### src/rtl/uc_pkg.sv
// Shared encodings for the microcode sequencer.
// Microword: [9:8] kind, [7:4] instr, [3:0] imm.
package uc_pkg;

  localparam int WORD_W = 10;

  localparam logic [3:0] NOP_INSTR = 4'h0;

  typedef enum logic [1:0] {
    KIND_REG  = 2'b00,
    KIND_JMP  = 2'b01,
    KIND_WAIT = 2'b10,
    KIND_HALT = 2'b11
  } kind_e;

  typedef enum logic [2:0] {
    IDLE,
    FETCH,
    EXEC,
    WAIT,
    DONE
  } state_e;

  typedef struct packed {
    kind_e      kind;
    logic [3:0] instr;
    logic [3:0] imm;
  } uword_t;

endpackage

### src/rtl/uc_store.sv
// Microprogram store: 2**PC_W words, synchronous read and write.
// Contents are deliberately left unreset.
module uc_store
  import uc_pkg::*;
#(
  parameter int PC_W = 4
) (
  input  logic              clk,
  input  logic              we,
  input  logic [PC_W-1:0]   waddr,
  input  logic [WORD_W-1:0] wdata,
  input  logic [PC_W-1:0]   raddr,
  output logic [WORD_W-1:0] rdata
);

  logic [WORD_W-1:0] mem [2**PC_W];

  // write port and registered read port
  always_ff @(posedge clk) begin
    if (we) begin
      mem[waddr] <= wdata;
    end
    rdata <= mem[raddr];
  end

endmodule

### src/rtl/uc_sequencer.sv
// Microcode sequencer driving instr/imm pairs into the register file.
// Optional UC_SINGLE_STEP_EN adds a step input gating FETCH->EXEC.
module uc_sequencer
  import uc_pkg::*;
#(
  parameter int PC_W   = 4,
  parameter int WAIT_W = 4
) (
  input  logic            clk,
  input  logic            grst,
  input  logic            start,
  input  logic            abort,
`ifdef UC_SINGLE_STEP_EN
  input  logic            step,
`endif
  input  logic            prog_we,
  input  logic [PC_W-1:0] prog_addr,
  input  logic [9:0]      prog_data,
  output logic [3:0]      instr_o,
  output logic [3:0]      imm_o,
  output logic            busy,
  output logic            done,
  output logic [PC_W-1:0] pc_o
);

  state_e            state, state_n;
  logic [PC_W-1:0]   pc, pc_n;
  logic [WAIT_W-1:0] cnt, cnt_n;
  logic [WORD_W-1:0] rdata;
  uword_t            word;
  logic              fetch_go;

  assign word = rdata;
  assign pc_o = pc;

`ifdef UC_SINGLE_STEP_EN
  assign fetch_go = step;
`else
  assign fetch_go = 1'b1;
`endif

  uc_store #(
    .PC_W (PC_W)
  ) u_store (
    .clk   (clk),
    .we    (prog_we && (state == IDLE)),
    .waddr (prog_addr),
    .wdata (prog_data),
    .raddr (pc),
    .rdata (rdata)
  );

  // state, pc and wait counter registers
  always_ff @(posedge clk or posedge grst) begin
    if (grst) begin
      state <= IDLE;
      pc    <= '0;
      cnt   <= '0;
    end else begin
      state <= state_n;
      pc    <= pc_n;
      cnt   <= cnt_n;
    end
  end

  // next-state, pc update and decoded outputs
  always_comb begin
    state_n = state;
    pc_n    = pc;
    cnt_n   = cnt;
    instr_o = NOP_INSTR;
    imm_o   = '0;
    busy    = (state != IDLE);
    done    = (state == DONE);
    unique case (state)
      IDLE: begin
        if (start) begin
          pc_n    = '0;
          state_n = FETCH;
        end
      end
      FETCH: begin
        if (fetch_go) state_n = EXEC;
      end
      EXEC: begin
        unique case (word.kind)
          KIND_REG: begin
            instr_o = word.instr;
            imm_o   = word.imm;
            pc_n    = pc + 1'b1;
            state_n = FETCH;
          end
          KIND_JMP: begin
            pc_n    = PC_W'(word.imm);
            state_n = FETCH;
          end
          KIND_WAIT: begin
            if (word.imm == 4'd0) begin
              pc_n    = pc + 1'b1;
              state_n = FETCH;
            end else begin
              cnt_n   = WAIT_W'(word.imm);
              state_n = WAIT;
            end
          end
          KIND_HALT: state_n = DONE;
        endcase
      end
      WAIT: begin
        cnt_n = cnt - 1'b1;
        if (cnt == WAIT_W'(1)) begin
          pc_n    = pc + 1'b1;
          state_n = FETCH;
        end
      end
      DONE:    state_n = IDLE;
      default: state_n = IDLE;
    endcase
    // abort overrides any transition but keeps pc
    if (abort && (state != IDLE)) begin
      state_n = IDLE;
      pc_n    = pc;
    end
  end

endmodule

### config.mk
export PLATFORM = sky130hd
export DESIGN_NAME = uc_sequencer
export DESIGN_NICKNAME = d
export VERILOG_FILES = /design/src/rtl/uc_pkg.sv /design/src/rtl/uc_store.sv /design/src/rtl/uc_sequencer.sv
export SDC_FILE = /design/constraint.sdc
export NUM_CORES = 1
export LEC_CHECK = 0
export BUFFER_PORTS_ARGS = -buffer_cell sky130_fd_sc_hd__buf_4
export CAP_MARGIN = 30
export CORE_MARGIN = 1
export CORE_UTILIZATION = 30
export CTS_CLUSTER_DIAMETER = 30
export DETAILED_ROUTE_END_ITERATION = 12
export SLEW_MARGIN = 20
export SYNTH_ARGS = -nofsm -noshare
export SYNTH_HDL_FRONTEND = slang
export SYNTH_HIERARCHICAL = 1
export SYNTH_SLANG_ARGS = --single-unit
### constraint.sdc
create_clock -name clk -period 3.45 [get_ports clk]
set_clock_uncertainty 0.1 [all_clocks]
set_input_delay 0.1725 -clock clk [delete_from_list [all_inputs] [get_ports clk]]
set_output_delay 0.1725 -clock clk [all_outputs]
set_load 0.02 [all_outputs]
==> results of run 1 <==
## cell usage after synthesis, types with 2 or more instances
| cell | n |
|---|---|
| sky130_fd_sc_hd__nor2_1 | 19 |
| sky130_fd_sc_hd__inv_1 | 5 |
| sky130_fd_sc_hd__edfxtp_1 | 160 |
| sky130_fd_sc_hd__nor3_1 | 9 |
| sky130_fd_sc_hd__o211ai_1 | 3 |
| sky130_fd_sc_hd__nor2b_1 | 3 |
| sky130_fd_sc_hd__and2_1 | 8 |
| sky130_fd_sc_hd__mux4_1 | 12 |
| sky130_fd_sc_hd__buf_6 | 3 |
| sky130_fd_sc_hd__buf_8 | 2 |
| sky130_fd_sc_hd__nand2b_1 | 3 |
| sky130_fd_sc_hd__ha_1 | 3 |
| sky130_fd_sc_hd__and3_1 | 2 |
| sky130_fd_sc_hd__dfxtp_1 | 10 |
| sky130_fd_sc_hd__nand2_1 | 20 |
| sky130_fd_sc_hd__buf_1 | 5 |
| sky130_fd_sc_hd__nand2_2 | 2 |
| sky130_fd_sc_hd__clkbuf_1 | 2 |
| sky130_fd_sc_hd__mux4_2 | 28 |
| sky130_fd_sc_hd__nand3_1 | 6 |
| sky130_fd_sc_hd__nand3b_1 | 2 |
| sky130_fd_sc_hd__a21oi_1 | 5 |
| sky130_fd_sc_hd__nor3b_1 | 3 |
| sky130_fd_sc_hd__a22oi_1 | 20 |
| sky130_fd_sc_hd__or3b_1 | 2 |
| sky130_fd_sc_hd__buf_4 | 2 |
| sky130_fd_sc_hd__dfrtp_1 | 11 |
| sky130_fd_sc_hd__o21ai_1 | 9 |
## area by class of cell
class / count / area, um^2
Clock inverter: 15 / 191
Tap cell: 319 / 399
Multi-Input combinational cell: 171 / 1730
Sequential cell: 181 / 5280
Fill cell: 2183 / 14900
Timing Repair Buffer: 60 / 493
Inverter: 5 / 18.8
Clock buffer: 17 / 425
## state kept, by name (all words and copies together) (netlist names)
register / flops
cnt: 4
pc_o: 4
u_store/rdata: 10
state: 3
u_store/mem: 160
## critical path, stage by stage (launching register included)
cell and delay [ns]:
sky130_fd_sc_hd__dfrtp_1 0.50, sky130_fd_sc_hd__nor2_1 0.24, sky130_fd_sc_hd__and3_1 0.34, sky130_fd_sc_hd__nand3_1 0.17
sky130_fd_sc_hd__nor2_1 0.74
## worst min path at each step
stage | startpoint | to | slack [ns] | depth (start not counted)
CTS | prog_data[0] | u_store/mem[0][0]$_DFFE_PP_ | 0.01 | 1
global placement | grst | state[1]$_DFFE_PP0P_ | 0.1 | 2
detailed placement | grst | state[1]$_DFFE_PP0P_ | 0.11 | 2
finish | start | state[1]$_DFFE_PP0P_ | 0.06 | 5
global route | start | state[1]$_DFFE_PP0P_ | 0.08 | 5
floorplan | grst | cnt[0]$_DFFE_PP0P_ | -0.08 | 1
## metrics by stage
stage	util, %	setup slack [ns]
global route	36.5	0.708
finish	36.5	0.962
global placement	33.3	1.08
CTS	36.4	0.937
floorplan	-	0.916
detailed placement	33.3	0.959
## power groups by stage
stage | clock (uW) | sequential, uW | combinational [uW]
floorplan | 0 | 2650 | 781
global placement | 0 | 2760 | 967
detailed placement | 0 | 2760 | 987
CTS | 2020 | 2710 | 1000
global route | 2100 | 2740 | 1080
finish | 1980 | 2710 | 995
## layer usage
metal,wire (um),share of wire [%],global-route usage (%),vias to the layer above
met2,7330,49,21.2,126
met1,6570,44,17.8,1891
met3,984,6.5,3.57,12
met5,0,0,0,-
met4,185,1.2,4.58,0
li1,-,-,-,1649
## kinds of logic (layout without fill, tap and decap cells)
family                   count (synthesis)  after routing
flip-flops                             181            181
adder cells (fa/ha/maj)                  3              3
multiplexers                            42             42
buffers and inverters                   19             97
AO/OA/AOI/OAI                           41             41
AND/OR/NAND/NOR                         85             85
## what timing repair did
item	in CTS	in global routing
hold buffers	11	1
endpoints found under the hold margin	132	4
buffers inserted	0	0
==> results.txt, run 1 <==
wire length of the first global-routing pass: 23100 um
startpoint-to-endpoint class of the critical path: flop to flop
routed length per instance: 19.6 um
clock buffers created by TritonCTS: 17
overall die area: 24400 um^2
data required time at the worst endpoint: 3.39 ns
share of the synthesized netlist area taken by xor and xnor gates: 0%
insertion delay to the later sink of the worst-skew pair: 0.43 ns
Async S/R FF share, synth: 6.08%
syn_nets: 393
CTS Sinks: 181
number of different library cells in the post-synthesis netlist: 40
#FFs+latches synth: 181
Pwr Density: 666 nW/um^2
Final min period: 2.49 ns
global routing usage summed across all routing layers: 13.4%
mean instance size in the synthesized netlist: 19.2 um^2
# nets final: 458
# port buffers: 32
TritonCTS clock tree: yes
total DRC errors in the routed layout: 0
via count: 3678
transition time of the tightest slew-check pin: 0.916 ns
starting density of the core: 30.5%
combinational family with the most area after synthesis: multiplexers
CTS H-tree lvls: 4
part of the total power dissipated in sequential elements: 47.7%
Final Hold Slack: 0.0598 ns
Max Slew Vio Count: 0
count of placed standard cells in the final layout, fillers left out: 768
RSZ-0062 raised after global routing: no
number of rows created at floorplan: 56
GRT overflow: 0
largest fanout on the critical path: 11
data arrival time of the critical path: 2.43 ns
most used cells in the layout excluding fill and tap cells: sky130_fd_sc_hd__edfxtp_1, sky130_fd_sc_hd__buf_4, sky130_fd_sc_hd__mux4_2, sky130_fd_sc_hd__nand2_1, sky130_fd_sc_hd__a22oi_1
DIE WIDTH: 156 um
largest net degree at the start of global routing: 45
mux cell area share after synthesis: 13.6%
FF-to-FF setup slack: 0.96 ns
Final Hold Fails: 0
logic depth of the worst register-to-register path: 4
number of buffers on the longest clock path: 2
Int Pwr: 4120 uW
top cells by area, synth: sky130_fd_sc_hd__edfxtp_1, sky130_fd_sc_hd__mux4_2, sky130_fd_sc_hd__mux4_1
commonest non-fill, non-tap cell in the layout: sky130_fd_sc_hd__edfxtp_1
Syn Std Cell Area: 7140 um^2
share of the clock period used by the worst path after layout: 72.1%
drt pass-1 iters: 5
fraction of power consumed by the clock network: 34.8%
count of flip-flops with a built-in enable after synthesis: 160
relative slew slack: 38.7%
dominant synthesized flop cell: sky130_fd_sc_hd__edfxtp_1
height of the die: 156 um
fraction of final layout cells sized beyond drive strength 1: 25.8%
finished layout cell area: 8540 um^2
area fraction of the dominant cell type after synthesis: 67.3%
startpoint of the most critical register-to-register path: state[0]$_DFFE_PP0P_
standard cell area after detailed placement: 7780 um^2
cell type with the largest total area after synthesis: sky130_fd_sc_hd__edfxtp_1
DP Cell Count: 721
simple-gate area share of the yosys netlist: 6.26%
number of setup violations in the final report: 0
type of the tightest min-delay check: primary input to flop
placed wire-length estimate after detailed placement: 9840 um
sum of negative setup slack: 0 ns
number of ports placed on the die boundary: 33
power share of the combinational group: 17.5%
ant diodes: 0
register clock-pin slew on the reported worst setup and hold paths: 0.07 ns
kind of end point of the critical path: flop
critical path startpoint category: flop
run status: finished, final reports clean
via count normalized by instance count: 4.79
Crit Reg-Reg Endpoint: u_store/mem[14][7]$_DFFE_PP_
final antenna-violating net count: 0
worst setup path endpoint: u_store/mem[14][7]$_DFFE_PP_
area grow syn2layout: 19.7%
Post-Synth Adder-Cell Area: 0.526%
Clk Tree Root Cell: sky130_fd_sc_hd__clkbuf_16
sum of routed wire length over all layers: 15100 um
Post-Syn Instances: 371
fraction of power spent switching nets: 27.6%
Routability Congestion: 0.877
net switching component of the power: 1570 uW
number of global-route vias before repair: 3811
1st-iter DRT viols: 321
yosys synthesis warning count: 6
antenna violations before repair: 2
post-synthesis sequential area ratio: 74.0%
VDD IR-drop max: 0.368 mV
post-cts sizing count: 0
maximum capacitance violations: 0
compound-gate portion of the synthesized area: 3.87%
area of the placeable core: 23400 um^2
worst setup path start: state[0]$_DFFE_PP0P_
leak pwr: 0.00280 uW
total power: 5690 uW
highest clock frequency the design can meet: 0.402 GHz
(Power assumes the default switching activity.)
==> run 2, diff against run 1 <==
- clock period: 3.45 -> 2.6 ns (I/O delays scaled with it)
==> results.txt, run 2 (synthesis results as in run 1) <==
RSZ-0062 raised after global routing: no
largest fanout on the critical path: 8 (-3)
most used cells in the layout excluding fill and tap cells: sky130_fd_sc_hd__edfxtp_1, sky130_fd_sc_hd__buf_4, sky130_fd_sc_hd__mux4_2, sky130_fd_sc_hd__nand2_1, sky130_fd_sc_hd__a22oi_1
Sequential Area: 5280 um^2 (unchanged)
Max Slew Vio Count: 0 (unchanged)
data arrival time of the critical path: 2.01 ns (-0.42 ns)
starting density of the core: 30.5% (unchanged)
1st-iter DRT viols: 364 (+13%)
number of rows created at floorplan: 56 (unchanged)
CTS Sinks: 181 (unchanged)
Final min period: 2.24 ns
GRT overflow: 0 (unchanged)
Pwr Density: 863 nW/um^2 (+30%)
CTS H-tree lvls: 4 (unchanged)
Slowest cell on crit path: sky130_fd_sc_hd__nor3_1
DIE WIDTH: 156 um (unchanged)
total power: 7370 uW (+30%)
relative slew slack: 41.6% (+2.9 points)
area of the placeable core: 23400 um^2 (unchanged)
# nets final: 462 (+0.87%)
Final Hold Fails: 0 (unchanged)
Routability Congestion: 0.855 (-2.4%)
fraction of final layout cells sized beyond drive strength 1: 26.0% (+0.21 points)
leak pwr: 0.00281 uW (+0.18%)
height of the die: 156 um (unchanged)
placed wire-length estimate after detailed placement: 9320 um (-5.3%)
ant diodes: 0 (unchanged)
maximum capacitance violations: 0 (unchanged)
largest registers ranked by flip-flop count: u_store/mem: 160 flops, u_store/rdata: 10 flops
Multi-input gate area: 1730 um^2 (unchanged)
worst path buffer plus inverter count: 1 (+1)
max reg flops: 160 (unchanged)
global routing usage summed across all routing layers: 12.7% (-0.72 points)
insertion delay to the later sink of the worst-skew pair: 0.42 ns (about the same)
VDD IR-drop max: 0.514 mV (+40%)
Final Hold Slack: 0.0843 ns (+0.0245 ns)
setup fix buffers added after clock tree synthesis: 0 (unchanged)
startpoint of the most critical register-to-register path: state[2]$_DFFE_PP0P_
critical path startpoint category: flop
Most flops, register: u_store/mem
hold_sp: start
highest clock frequency the design can meet: 0.446 GHz
via count: 3691 (+0.35%)
number of setup violations in the final report: 0 (unchanged)
TritonCTS clock tree: yes
number of ports placed on the die boundary: 33 (unchanged)
via count normalized by instance count: 4.78 (-0.17%)
post-cts sizing count: 0 (unchanged)
overall die area: 24400 um^2 (unchanged)
Crit path largest cell delay: 0.44 ns (-0.30 ns)
drt pass-1 iters: 4 (-1)
data required time at the worst endpoint: 2.37 ns (-1.02 ns)
share of the clock period used by the worst path after layout: 86.3%
final antenna-violating net count: 0 (unchanged)
largest net degree at the start of global routing: 46 (+2.2%)
commonest non-fill, non-tap cell in the layout: sky130_fd_sc_hd__edfxtp_1
type of the tightest min-delay check: primary input to flop
routed length per instance: 18.8 um (-4.4%)
antenna violations before repair: 0 (-2)
run status: finished, final reports clean
layout filler cell count: 2219 (+1.6%)
startpoint-to-endpoint class of the critical path: flop to output port
post-cts hold buffer count: 12 (+1)
DP Cell Count: 728 (+0.97%)
transition time of the tightest slew-check pin: 0.875 ns (-0.0415 ns)
sum of routed wire length over all layers: 14500 um (-3.9%)
# port buffers: 32 (unchanged)
wire length of the first global-routing pass: 22200 um (-3.8%)
Clk Tree Root Cell: sky130_fd_sc_hd__clkbuf_16
clock buffers created by TritonCTS: 17 (unchanged)
count of placed standard cells in the final layout, fillers left out: 772 (+0.52%)
number of global-route vias before repair: 3868 (+1.5%)
sum of negative setup slack: 0 ns (unchanged)
worst setup path start: state[2]$_DFFE_PP0P_
area grow syn2layout: 19.7% (about the same)
register clock-pin slew on the reported worst setup and hold paths: 0.06 ns (about the same)
total DRC errors in the routed layout: 0 (unchanged)
cell breakdown of the critical path: nor2_1 -> nand2_1 -> nor3_1 -> and2_2 -> buf_4
dominant delay contributor by cell family on the critical path: simple AND/OR/NAND/NOR gates
kind of end point of the critical path: output port
number of buffers on the longest clock path: 2 (unchanged)
[run 2: cell types whose count changed in the layout (fill, tap and decap cells not counted), sizes merged]
cell,previous run,this run
buf,48,52
clkinv,5,6
bufinv,2,1
[run 2: worst reg2reg max path, cell delays in order (launching register included)]
cell,delay (ns)
sky130_fd_sc_hd__dfrtp_1,0.43
sky130_fd_sc_hd__nor2_1,0.23
sky130_fd_sc_hd__and3_1,0.35
sky130_fd_sc_hd__or3b_1,0.45
sky130_fd_sc_hd__nor3_1,0.16
sky130_fd_sc_hd__buf_4,0.21
[run 2: final timing paths]
check,endpoint,slack (ns),cells past startpoint
min reg2reg,state[2]$_DFFE_PP0P_,0.42,2
max reg2reg,u_store/mem[0][7]$_DFFE_PP_,0.39,5
min,state[0]$_DFFE_PP0P_,0.08,4
min in group asynchronous,cnt[3]$_DFFE_PP0P_,0.18,3
max in group asynchronous,pc_o[0]$_DFFE_PP0P_,1.87,3
max,imm_o[1],0.36,5
[run 2: stage by stage]
step	setup slack, ns	instance area, um^2	utilization [%]
global route	0.196	8540	36.5
finish	0.357	8540	36.5
CTS	0.324	8540	36.5
floorplan	0.0663	7140	-
global placement	0.478	7850	33.5
detailed placement	0.432	7850	33.5
[run 2: layout make-up]
| type | instances | share of cell area [%] |
|---|---|---|
| flip-flops and latches | 181 | 61.8 |
| multi-input cells | 171 | 20.3 |
| repair buffers | 64 | 6.27 |
| clock buffers | 17 | 4.98 |
| well taps | 319 | 4.67 |
| clock inverters | 15 | 1.73 |
| inverters | 5 | 0.220 |
[run 2: per-layer routing]
metal / vias up / part of all wire [%] / wire (um) / GRT usage, %
met1: 1924 / 45 / 6570 / 16.9
met5: - / 0 / 0 / 0
li1: 1656 / - / - / -
met3: 19 / 5.4 / 788 / 2.80
met2: 92 / 48 / 6900 / 20.1
met4: 0 / 1.6 / 226 / 4.95
[run 2: where the power goes]
part           switching [uW]  total, uW  internal, uW
registers                 146       3490          3340
clock network            1110       2460          1350
logic                     750       1420           668
==> run 3, diff against run 2 <==
- SYNTH_HIERARCHICAL: 1 -> default
==> results.txt, run 3 <==
sum of routed wire length over all layers: 14400 um (-0.41%)
RSZ-0062 raised after global routing: no
GRT overflow: 0 (unchanged)
placed wire-length estimate after detailed placement: 9500 um (+1.9%)
type of the tightest min-delay check: primary input to async pin
share of the synthesized netlist area taken by xor and xnor gates: 0% (unchanged)
Most flops, register: u_store.mem
Worst Slack Setup Final: 0.260 ns (-0.0976 ns)
Crit Reg-Reg Endpoint: u_store.mem[4][4]$_DFFE_PP_
logic depth of the worst register-to-register path: 6 (+1)
area fraction of the dominant cell type after synthesis: 67.9% (+0.57 points)
cell type with the largest total area after synthesis: sky130_fd_sc_hd__edfxtp_1
simple-gate area share of the yosys netlist: 5.62% (-0.64 points)
ranking of synthesized cells by instance count: sky130_fd_sc_hd__edfxtp_1, sky130_fd_sc_hd__mux4_2, sky130_fd_sc_hd__nor2_1
commonest non-fill, non-tap cell in the layout: sky130_fd_sc_hd__edfxtp_1
worst slack after detailed placement: 0.518 ns (+0.0856 ns)
# port buffers: 32 (unchanged)
TritonCTS clock tree: yes
fraction of final layout cells sized beyond drive strength 1: 35.3% (+9.2 points)
syn_nets: 362 (-7.9%)
overall die area: 24200 um^2 (-0.83%)
largest net degree at the start of global routing: 26 (-43%)
maximum capacitance violations: 0 (unchanged)
layout filler cell count: 2052 (-7.5%)
Final min period: 2.34 ns (+0.0976 ns)
Post-Synth Adder-Cell Area: 0.530% (+0.0045 points)
antenna violations before repair: 0 (unchanged)
startpoint of the most critical register-to-register path: state[0]$_DFFE_PP0P_
number of different library cells in the post-synthesis netlist: 45 (+13%)
number of rows created at floorplan: 55 (-1.8%)
leak pwr: 0.00279 uW (-0.80%)
#FFs+latches synth: 181 (unchanged)
height of the die: 156 um (-0.42%)
transition time of the tightest slew-check pin: 0.778 ns (-0.0970 ns)
post-synthesis sequential area ratio: 74.6% (+0.63 points)
number of ports placed on the die boundary: 33 (unchanged)
starting density of the core: 30.9% (+0.39 points)
Multi-input gate area: 1720 um^2 (-0.72%)
critical path startpoint category: flop
VDD IR-drop max: 0.371 mV (-28%)
share of the clock period used by the worst path after layout: 90.0% (+3.8 points)
number of buffers on the longest clock path: 2 (unchanged)
area grow syn2layout: 21.4%
data required time at the worst endpoint: 2.37 ns (about the same)
largest fanout on the critical path: 10 (+2)
# nets final: 437 (-5.4%)
total DRC errors in the routed layout: 0 (unchanged)
max reg flops: 160 (unchanged)
run status: finished, final reports clean
final antenna-violating net count: 0 (unchanged)
most used cells in the layout excluding fill and tap cells: sky130_fd_sc_hd__edfxtp_1, sky130_fd_sc_hd__buf_4, sky130_fd_sc_hd__mux4_2, sky130_fd_sc_hd__clkbuf_16, sky130_fd_sc_hd__nor2_1
wire length of the first global-routing pass: 22600 um (+1.8%)
startpoint-to-endpoint class of the critical path: flop to output port
highest clock frequency the design can meet: 0.427 GHz (-4.2%)
ant diodes: 0 (unchanged)
insertion delay to the later sink of the worst-skew pair: 0.42 ns (about the same)
dominant synthesized flop cell: sky130_fd_sc_hd__edfxtp_1
routed length per instance: 19.5 um (+3.8%)
clock buffers created by TritonCTS: 17 (unchanged)
area of the placeable core: 22900 um^2 (-2.1%)
top cells by area, synth: sky130_fd_sc_hd__edfxtp_1, sky130_fd_sc_hd__mux4_2, sky130_fd_sc_hd__dfrtp_1
yosys synthesis warning count: 0 (-6)
Final Hold Fails: 0 (unchanged)
data arrival time of the critical path: 2.11 ns (+0.10 ns)
register clock-pin slew on the reported worst setup and hold paths: 0.06 ns (about the same)
CTS H-tree lvls: 4 (unchanged)
Pwr Density: 840 nW/um^2 (-2.7%)
via count normalized by instance count: 4.76 (-0.53%)
sum of negative setup slack: 0 ns (unchanged)
Routability Congestion: 0.779 (-8.9%)
setup fix buffers added after clock tree synthesis: 0 (unchanged)
count of flip-flops with a built-in enable after synthesis: 160 (unchanged)
mux cell area share after synthesis: 16.4% (+2.7 points)
via count: 3524 (-4.5%)
Clk Tree Root Cell: sky130_fd_sc_hd__clkbuf_16
DIE WIDTH: 156 um (-0.42%)
Syn Std Cell Area: 7080 um^2 (-0.84%)
mean instance size in the synthesized netlist: 20.8 um^2 (+8.2%)
CTS Sinks: 181 (unchanged)
compound-gate portion of the synthesized area: 1.47% (-2.4 points)
combinational family with the most area after synthesis: multiplexers
FF-to-FF setup slack: 0.51 ns (+0.12 ns)
relative slew slack: 47.4% (+5.9 points)
largest registers ranked by flip-flop count: u_store.mem: 160 flops, u_store.rdata: 10 flops
Post-Syn Instances: 340 (-8.4%)
Async S/R FF share, synth: 6.08% (unchanged)
number of setup violations in the final report: 0 (unchanged)
kind of end point of the critical path: output port
global routing usage summed across all routing layers: 13.0% (+0.32 points)
drt pass-1 iters: 4 (unchanged)
number of global-route vias before repair: 3765 (-2.7%)
1st-iter DRT viols: 301 (-17%)
Max Slew Vio Count: 0 (unchanged)
most common cell in the netlist: sky130_fd_sc_hd__edfxtp_1
Sequential Area: 5280 um^2 (about the same)
[run 3: cell count changes after synthesis, sizes merged, moves of 4 or more]
cell	previous run	this run
nor2	19	15
mux4	40	50
clkbuf	2	7
o21ai	10	2
nand2	22	8
buf	12	7
a21oi	5	1
a22oi	20	3
[run 3: worst max-delay path by stage]
stage	end	start	slack (ns)	depth (start not counted)
final	instr_o[0]	state[0]$_DFFE_PP0P_	0.26	4
after global routing	instr_o[0]	state[0]$_DFFE_PP0P_	0.09	4
after CTS	instr_o[0]	state[0]$_DFFE_PP0P_	0.06	4
after detailed placement	u_store.mem[4][1]$_DFFE_PP_	state[0]$_DFFE_PP0P_	0.52	6
after global placement	instr_o[3]	state[0]$_DFFE_PP0P_	0.52	4
after floorplan	u_store.mem[0][0]$_DFFE_PP_	state[0]$_DFFE_PP0P_	0.03	5
[run 3: cell type report]
cell class | instances | area share, %
sequential | 181 | 61.5
multi-input combinational | 138 | 20.0
timing repair buffer | 70 | 6.79
clock buffer | 19 | 5.04
tap | 313 | 4.56
clock inverter | 13 | 1.82
inverter | 7 | 0.306
[run 3: cell families after synthesis]
group / count (synthesis)
multiplexers: 53
buffers and inverters: 21
adder cells (fa/ha/maj): 3
AND/OR/NAND/NOR: 68
flip-flops: 181
AO/OA/AOI/OAI: 14
[run 3: what timing repair did]
action / in CTS / in global routing
hold buffers: 13 / 0
endpoints found under the setup margin: 0 / 8
hold endpoints to repair: 174 / 0
resized for setup: 0 / 1
[run 3: power breakdown]
part | internal [uW] | total, uW | switching, uW
registers | 3340 | 3490 | 155
logic | 592 | 1160 | 565
clock network | 1510 | 2570 | 1060
[run 3: stage by stage]
stage / hold WS (ns) / instance area (um^2) / total power [uW] / instances / utilization [%]
after floorplan: -0.118 / 7080 / 4290 / 340 / -
after global placement: 0.0655 / 7870 / 4680 / 696 / 34.3
after detailed placement: 0.0731 / 7870 / 4710 / 696 / 34.3
after CTS: 0.163 / 8590 / 7280 / 741 / 37.5
after global routing: 0.179 / 8590 / 7510 / 741 / 37.5
final: 0.177 / 8590 / 7220 / 741 / 37.5
[run 3: critical path: stages (launching register included)]
cell and delay (ns):
sky130_fd_sc_hd__dfrtp_1 0.48, sky130_fd_sc_hd__nor4b_2 0.40, sky130_fd_sc_hd__nor2b_2 0.41, sky130_fd_sc_hd__and2_1 0.24
sky130_fd_sc_hd__buf_4 0.16
[run 3: routing by layer]
layer  GRT usage, %  vias up  share of wire (%)
met5              0        -                  0
met4           4.53        0               0.96
met3           2.83       11                5.1
met2           19.9      105                 47
met1           18.2     1853                 47
li1               -     1555                  -
